<file path="config.mk">
export PLATFORM = sky130hd
export DESIGN_NAME = gpu_cmd_slave
export DESIGN_NICKNAME = d
export VERILOG_FILES = /design/src/rtl/gpu_pkg.sv /design/src/rtl/gpu_cmd_fifo.sv /design/src/rtl/gpu_cmd_slave.sv
export SDC_FILE = /design/constraint.sdc
export NUM_CORES = 1
export LEC_CHECK = 0
export BUFFER_PORTS_ARGS = -buffer_cell sky130_fd_sc_hd__buf_4
export CORE_MARGIN = 5
export CORE_UTILIZATION = 55
export DETAILED_ROUTE_END_ITERATION = 7
export PLACE_DENSITY = 0.75
export SLEW_MARGIN = 25
export SYNTH_ARGS = -nofsm -noshare
export SYNTH_HDL_FRONTEND = slang
export SYNTH_SLANG_ARGS = --single-unit
export TNS_END_PERCENT = 20
</file>
<file path="constraint.sdc">
create_clock -name clk -period 4.4 [get_ports clk]
set_input_delay 0.22 -clock clk [delete_from_list [all_inputs] [get_ports clk]]
set_output_delay 0.22 -clock clk [all_outputs]
set_load 0.1 [all_outputs]
</file>
<file path="src/rtl/gpu_pkg.sv">
// Shared definitions for the GPU command slave.
// Contents: GPU-side FSM state type, host address map and the opcode word index.
package gpu_pkg;

  typedef enum logic [1:0] {
    G_IDLE    = 2'd0,
    G_BUSY    = 2'd1,
    G_RELEASE = 2'd2
  } GpuFsmType;

  localparam logic [1:0] ADDR_OP1    = 2'd0;
  localparam logic [1:0] ADDR_OP2    = 2'd1;
  localparam logic [1:0] ADDR_OP3    = 2'd2;
  localparam logic [1:0] ADDR_OPCODE = 2'd3;

  // Word index of the opcode within a command; reads saturate here.
  localparam logic [1:0] WORD_IDX_OPCODE = 2'd3;

endpackage

</file>
<file path="src/rtl/gpu_cmd_fifo.sv">
// Synchronous command FIFO, one entry per complete command.
// Ports: clk, n_reset (async low), push/din, pop/dout (head, combinational),
//        full, empty, count (one bit wider than the pointers).
// A push into a full FIFO is accepted when a pop happens in the same cycle;
// the head is read before the edge, so reusing its slot is safe.
module gpu_cmd_fifo
  import gpu_pkg::*;
#(
  parameter int DEPTH = 4,
  parameter int W     = 128
) (
  input  logic                       clk,
  input  logic                       n_reset,
  input  logic                       push,
  input  logic [W-1:0]               din,
  input  logic                       pop,
  output logic [W-1:0]               dout,
  output logic                       full,
  output logic                       empty,
  output logic [$clog2(DEPTH):0]     count
);

  localparam int PW = $clog2(DEPTH);

  logic [W-1:0]  mem [DEPTH];
  logic [PW-1:0] wr_ptr, rd_ptr;
  logic          do_push, do_pop;

  assign full    = (count == (PW+1)'(DEPTH));
  assign empty   = (count == '0);
  assign do_pop  = pop && !empty;
  assign do_push = push && (!full || do_pop);
  assign dout    = mem[rd_ptr];

  always_ff @(posedge clk) begin
    if (do_push) mem[wr_ptr] <= din;
  end

  always_ff @(posedge clk or negedge n_reset) begin
    if (!n_reset) begin
      wr_ptr <= '0;
      rd_ptr <= '0;
      count  <= '0;
    end else begin
      if (do_push) wr_ptr <= wr_ptr + 1'b1;
      if (do_pop)  rd_ptr <= rd_ptr + 1'b1;
      case ({do_push, do_pop})
        2'b10:   count <= count + 1'b1;
        2'b01:   count <= count - 1'b1;
        default: count <= count;
      endcase
    end
  end

endmodule

</file>
<file path="src/rtl/gpu_cmd_slave.sv">
// Host-facing command buffer in front of the GPU control unit.
// Host side (Avalon-MM): avs_address/avs_write/avs_writedata stage operands
//   (addr 0..2) and commit a command (addr 3); avs_waitrequest stalls a commit
//   while the FIFO is full; avs_read/avs_readdata return status.
// GPU side: busy flags a head command, read/rd_data/rd_valid stream its words
//   (op1, op2, op3, opcode), busy_reset retires it.
// Build option: define GPU_CMD_STATUS_EN to build the status register
//   {count, full, empty, busy}; otherwise avs_readdata is tied to 0.
module gpu_cmd_slave
  import gpu_pkg::*;
#(
  parameter int CMD_DEPTH = 4,
  parameter int DATA_W    = 32
) (
  input  logic              clk,
  input  logic              n_reset,
  input  logic [1:0]        avs_address,
  input  logic              avs_write,
  input  logic [DATA_W-1:0] avs_writedata,
  input  logic              avs_read,
  output logic [DATA_W-1:0] avs_readdata,
  output logic              avs_waitrequest,
  output logic              busy,
  input  logic              read,
  output logic [DATA_W-1:0] rd_data,
  output logic              rd_valid,
  input  logic              busy_reset
);

  localparam int CW = $clog2(CMD_DEPTH) + 1;

  logic [DATA_W-1:0]   op1, op2, op3;
  logic [4*DATA_W-1:0] head;
  logic [CW-1:0]       count;
  logic                full, empty, push, pop, commit;
  logic [1:0]          idx;
  logic [DATA_W-1:0]   word;
  GpuFsmType           state;

  // Pop is tied to the release state, so a stalled commit is let through
  // in exactly the cycle the head slot is freed.
  assign commit          = avs_write && (avs_address == ADDR_OPCODE);
  assign pop             = (state == G_RELEASE);
  assign avs_waitrequest = commit && full && !pop;
  assign push            = commit && !avs_waitrequest;
  assign busy            = (state == G_BUSY);

  gpu_cmd_fifo #(.DEPTH(CMD_DEPTH), .W(4*DATA_W)) u_fifo (
    .clk     (clk),
    .n_reset (n_reset),
    .push    (push),
    .din     ({op1, op2, op3, avs_writedata}),
    .pop     (pop),
    .dout    (head),
    .full    (full),
    .empty   (empty),
    .count   (count)
  );

  // Operand staging; deliberately not cleared by a commit.
  always_ff @(posedge clk or negedge n_reset) begin
    if (!n_reset) begin
      op1 <= '0;
      op2 <= '0;
      op3 <= '0;
    end else if (avs_write) begin
      case (avs_address)
        ADDR_OP1: op1 <= avs_writedata;
        ADDR_OP2: op2 <= avs_writedata;
        ADDR_OP3: op3 <= avs_writedata;
        default:  ;
      endcase
    end
  end

  always_comb begin
    word = head[DATA_W-1:0];
    case (idx)
      2'd0:    word = head[4*DATA_W-1:3*DATA_W];
      2'd1:    word = head[3*DATA_W-1:2*DATA_W];
      2'd2:    word = head[2*DATA_W-1:DATA_W];
      default: word = head[DATA_W-1:0];
    endcase
  end

  always_ff @(posedge clk or negedge n_reset) begin
    if (!n_reset) begin
      state    <= G_IDLE;
      idx      <= '0;
      rd_data  <= '0;
      rd_valid <= 1'b0;
    end else begin
      rd_valid <= 1'b0;
      case (state)
        G_IDLE: begin
          idx <= '0;
          if (count != '0) state <= G_BUSY;
        end
        G_BUSY: begin
          if (busy_reset) begin
            state <= G_RELEASE;
          end else if (read) begin
            rd_data  <= word;
            rd_valid <= 1'b1;
            if (idx != WORD_IDX_OPCODE) idx <= idx + 1'b1;
          end
        end
        G_RELEASE: begin
          idx <= '0;
          // Go straight back to busy when a command survives the pop, so
          // busy is low for a single cycle between back-to-back commands.
          if ((count > CW'(1)) || push) state <= G_BUSY;
          else                          state <= G_IDLE;
        end
        default: state <= G_IDLE;
      endcase
    end
  end

`ifdef GPU_CMD_STATUS_EN
  always_ff @(posedge clk or negedge n_reset) begin
    if (!n_reset)      avs_readdata <= '0;
    else if (avs_read) avs_readdata <= DATA_W'({count, full, empty, busy});
  end
`else
  logic unused_status;
  assign unused_status = avs_read;
  assign avs_readdata  = '0;
`endif

endmodule

</file>
==> impl_summary.md <==
Outcome
The flow ran to the end, and the final reports show no timing, DRC or antenna violations.

Setup path
The reg-to-reg critical path endpoint is u_fifo.mem[1][26]. The required arrival time at the worst endpoint is 4.62 ns. The reg2reg setup slack is approximately 1.7 ns. The arrival time at the worst endpoint is between 2 and 3 ns. The startpoint of the lowest-slack register-to-register path is u_fifo.count[0]. Of all nets on the critical path, the largest fanout is 29. The sort of element at the start of the critical path is a register. The worst setup path is of the register to register kind. The critical path endpoint category is a register. The worst reg2reg path depth is 5.

Pwr
The internal power component is 12.3 mW. The total power draw is 18.0 mW. The switching power of the nets is 5.70 mW. The cell area power density is 636 nW/um^2.

Registers are responsible for around 45% of the overall power. Net switching is 31.6% of the power. IR analysis of the VDD net gives a maximum drop of 0.000566 V. The part of the power in the clock network is 29.7%.

The static leakage is 9.83 nW. Combinational logic burns 25.8% of the power.

Final layout
Cells fill 63.9% of the core in the end. After filler insertion, the fill cell instance count of the layout stands at 3003. The total non-filler cell area in the finished layout is 28300 sq um. The fraction of layout cells with a size suffix above 1 is 28.1%. The final layout net count is 1423. The area added between synthesis and finish is 14.6%. The finished layout holds about 2000 standard cells, fillers aside.

Synthesis
The warning count from the yosys run is 0. After synthesis, the cell types taking the most area are sky130_fd_sc_hd__edfxtp_1 (62%), sky130_fd_sc_hd__dfrtp_1 (14%), sky130_fd_sc_hd__mux4_2 (8.8%). The most area-hungry cell type in the Yosys netlist is sky130_fd_sc_hd__edfxtp_1. The number of distinct library cells after synthesis is 29. The flop and latch count out of synthesis is 652.

The portion of the post-synthesis area used by sequential elements is 76.4%. The cell area after synthesis is around 25000 sq um. After synthesis, the largest area contributor takes up 62.2% of total cell area.

The gate count of the mapped netlist is 1230. A synthesized cell averages between 20 and 25 sq um.

Timing
Setup violations remaining at the end of the flow were counted as 0. Between clock sinks in the finished design, the worst skew comes to roughly 0.017 ns. The final critical-path setup slack is 1.73 ns. The shortest period the worst path allows is 2.67 ns.

In the finished design, the share of the clock period the worst path needs comes to 60.7%. The worst hold slack after final layout is 0.157 ns. The number of max-slew violations in the final report is 0. The fmax is 374 MHz. The relative slew slack is 38.1%.

Setup repair after global routing left no endpoint under its margin. The setup TNS after final layout is 0 ns. The slew of the pin with the lowest slew margin is between 0.9 and 1 ns. The final hold violation count is 0.

Clock network
The clock-pin slew of the registers on the worst-case setup and hold paths is 0.06 ns. The cell at the root of the clock tree is sky130_fd_sc_hd__clkbuf_16. The CTS sink count is 652. The clock reaches the later pin of the worst-skew pair after 0.57 ns. Counting along the longest clock path gives a buffer depth of 3. Counting the buffers created by CTS gives 66.

In this run, post-CTS repair resized a total of 0 instances. The H-tree generated during clock tree synthesis spans 3 levels. The post-CTS setup repair buffer count is 0.

The TritonCTS clock tree is done. Buffers inserted to repair hold after CTS numbered 34.

Run
Max-cap violations in this run came to 0.

Global route
The met3 demand-to-capacity share in global routing is 3.43%. The global-route wire length before repair is 74900 um. The initial antenna violation count is 1. Summed over all layers, the global routing overflow is 0. After global routing, the most crowded layer is met2. The number of global-route vias before repair was 12700. For met2 alone, demand over resource in global routing was 35.2%. In the global route stage, met1 resource usage came out at 25.6%. The pin count of the biggest net entering global routing is 129. The global-route usage over all layers is 19.8%.

Placement
Summing all placed instances gives a cell area of 25900 sq um. The weighted congestion reported at the end of routability-driven placement is 0.700. The placed wire-length estimate after detailed placement is ~24000 um.

The instance count after placement with tap cells included is 1860. The count of buffers added on input and output ports is 73. At the placement stage, the worst setup path has a slack of 1.73 ns.

Detailed routing
Dividing the detail-routed via count by the number of cells gives 5.84. The first routing iteration left 980 violations. For this run, design rule violations remaining after detail routing come to 0. The detailed-route wire length per cell is between 20 and 25 um. Once detail routing completed, the nets flagged for antenna violations numbered 0. The first TritonRoute pass finished after 5 iterations.

Across all layers, the routed design uses between 10000 and 15000 vias. The routed design has 48100 um of wire.

Floorplan
The die outline area is 49200 sq um. The die is 222 um wide. Pin placement for this block handled 107 I/O pins. In this run the core area contains 77 standard-cell rows. The initial utilization of the core area, before any placement, comes to 55.7%.

The vertical die dimension is 222 um. The core outline area is 44300 sq um.

Min path
The kind of path behind the tightest hold check is input pin to register. In this run the most critical hold path is launched from avs_address[1]. The end point of the most critical hold path is u_fifo.wr_ptr[0].

The cell depth of the worst min-delay path is 4.
==> area by class of cell <==
cell class	count	area [sq um]	area share (%)
Antenna cell	1	2.50	0.00884
Clock buffer	89	1880	6.65
Clock inverter	30	214	0.756
Inverter	9	33.8	0.119
Multi-Input combinational cell	508	5370	19.0
Sequential cell	652	18900	66.7
Tap cell	592	741	2.62
Timing Repair Buffer	133	1180	4.16
==> power groups by stage <==
stage | combinational [mW] | sequential (mW) | clock [mW]
2_1_floorplan | 2.71 | 8.95 | 0
6_report | 4.65 | 8.01 | 5.35
3_5_place_dp | 4.66 | 8.13 | 0
3_3_place_gp | 4.59 | 8.07 | 0
5_1_grt | 4.94 | 8.11 | 5.74
4_1_cts | 4.70 | 8.01 | 5.44
==> cells in the mapped netlist, drive strengths merged <==
cell type and n:
clkbuf 14, buf 78, and4bb 1, nand2 6, mux2i 65, o21ai 3
nor2b 2, o21a 1, xor2 1, xnor2 6, a31oi 1, edfxtp 512
nor2 5, o22ai 65, dfrtp 140, mux4 96, nand3 2, nand2b 4
and2 6, conb 1, mux2 96, nand3b 2, nor3b 1, a21oi 99
inv 9, ha 13, nor4b 1
==> layout by cell type (no fill, tap or decap), drive strengths merged, types with 2 or more instances in the layout <==
master and count:
dfrtp 140, nand3 2, mux2 96, o22ai 65, nand2b 4, nand3b 2, nand2 6, edfxtp 512
nor2b 2, clkbuf 90, ha 13, clkinv 20, o21ai 3, mux2i 65, a21oi 99, conb 32
nor2 5, xnor2 6, buf 98, inv 11, bufinv 2, dlygate4sd3 34, mux4 96, and2 6
clkinvlp 6
==> per-layer routing <==
metal  wire length, um  part of all wire (%)
met1             18900                    39
met2             25600                    53
met3              2400                   5.0
met4              1200                   2.5
met5                 0                     0
==> cells by family after synthesis <==
family,count (synthesis),share of synthesized area [%]
other cells,1,0.0152
mux,257,15.8
fa+ha+maj,13,0.659
compound gates,169,3.79
buf+inv,101,2.38
simple gates,30,0.709
xor+xnor,7,0.248
flops,652,76.4
==> state kept, by name, indices dropped and copies added (netlist names) <==
name and count:
u_fifo.wr_ptr 2, op2 32, rd_valid 1, state 2
op3 32, u_fifo.mem 512, op1 32, rd_data 32
u_fifo.rd_ptr 2, idx 2, u_fifo.count 3
==> worst max path at each step <==
stage / startpoint / endpoint / slack (ns) / cells past startpoint
2_1_floorplan: u_fifo.count[0] / u_fifo.mem[3][0] / -0.14 / 4
3_3_place_gp: u_fifo.count[0] / u_fifo.mem[2][19] / 1.78 / 5
3_5_place_dp: u_fifo.count[0] / u_fifo.mem[2][19] / 1.73 / 5
4_1_cts: u_fifo.count[0] / u_fifo.mem[2][121] / 1.70 / 5
5_1_grt: u_fifo.rd_ptr[0] / rd_data[20] / 1.60 / 4
6_report: u_fifo.count[0] / u_fifo.mem[1][26] / 1.73 / 5
==> critical path, stage by stage, from the launching register on <==
cell                      delay (ns)
sky130_fd_sc_hd__dfrtp_1        0.43
sky130_fd_sc_hd__inv_1          0.09
sky130_fd_sc_hd__ha_1           0.26
sky130_fd_sc_hd__a31oi_2        0.44
sky130_fd_sc_hd__and2_4         0.58
sky130_fd_sc_hd__buf_4          0.50
Note: power is estimated with default switching activity, not from simulation.
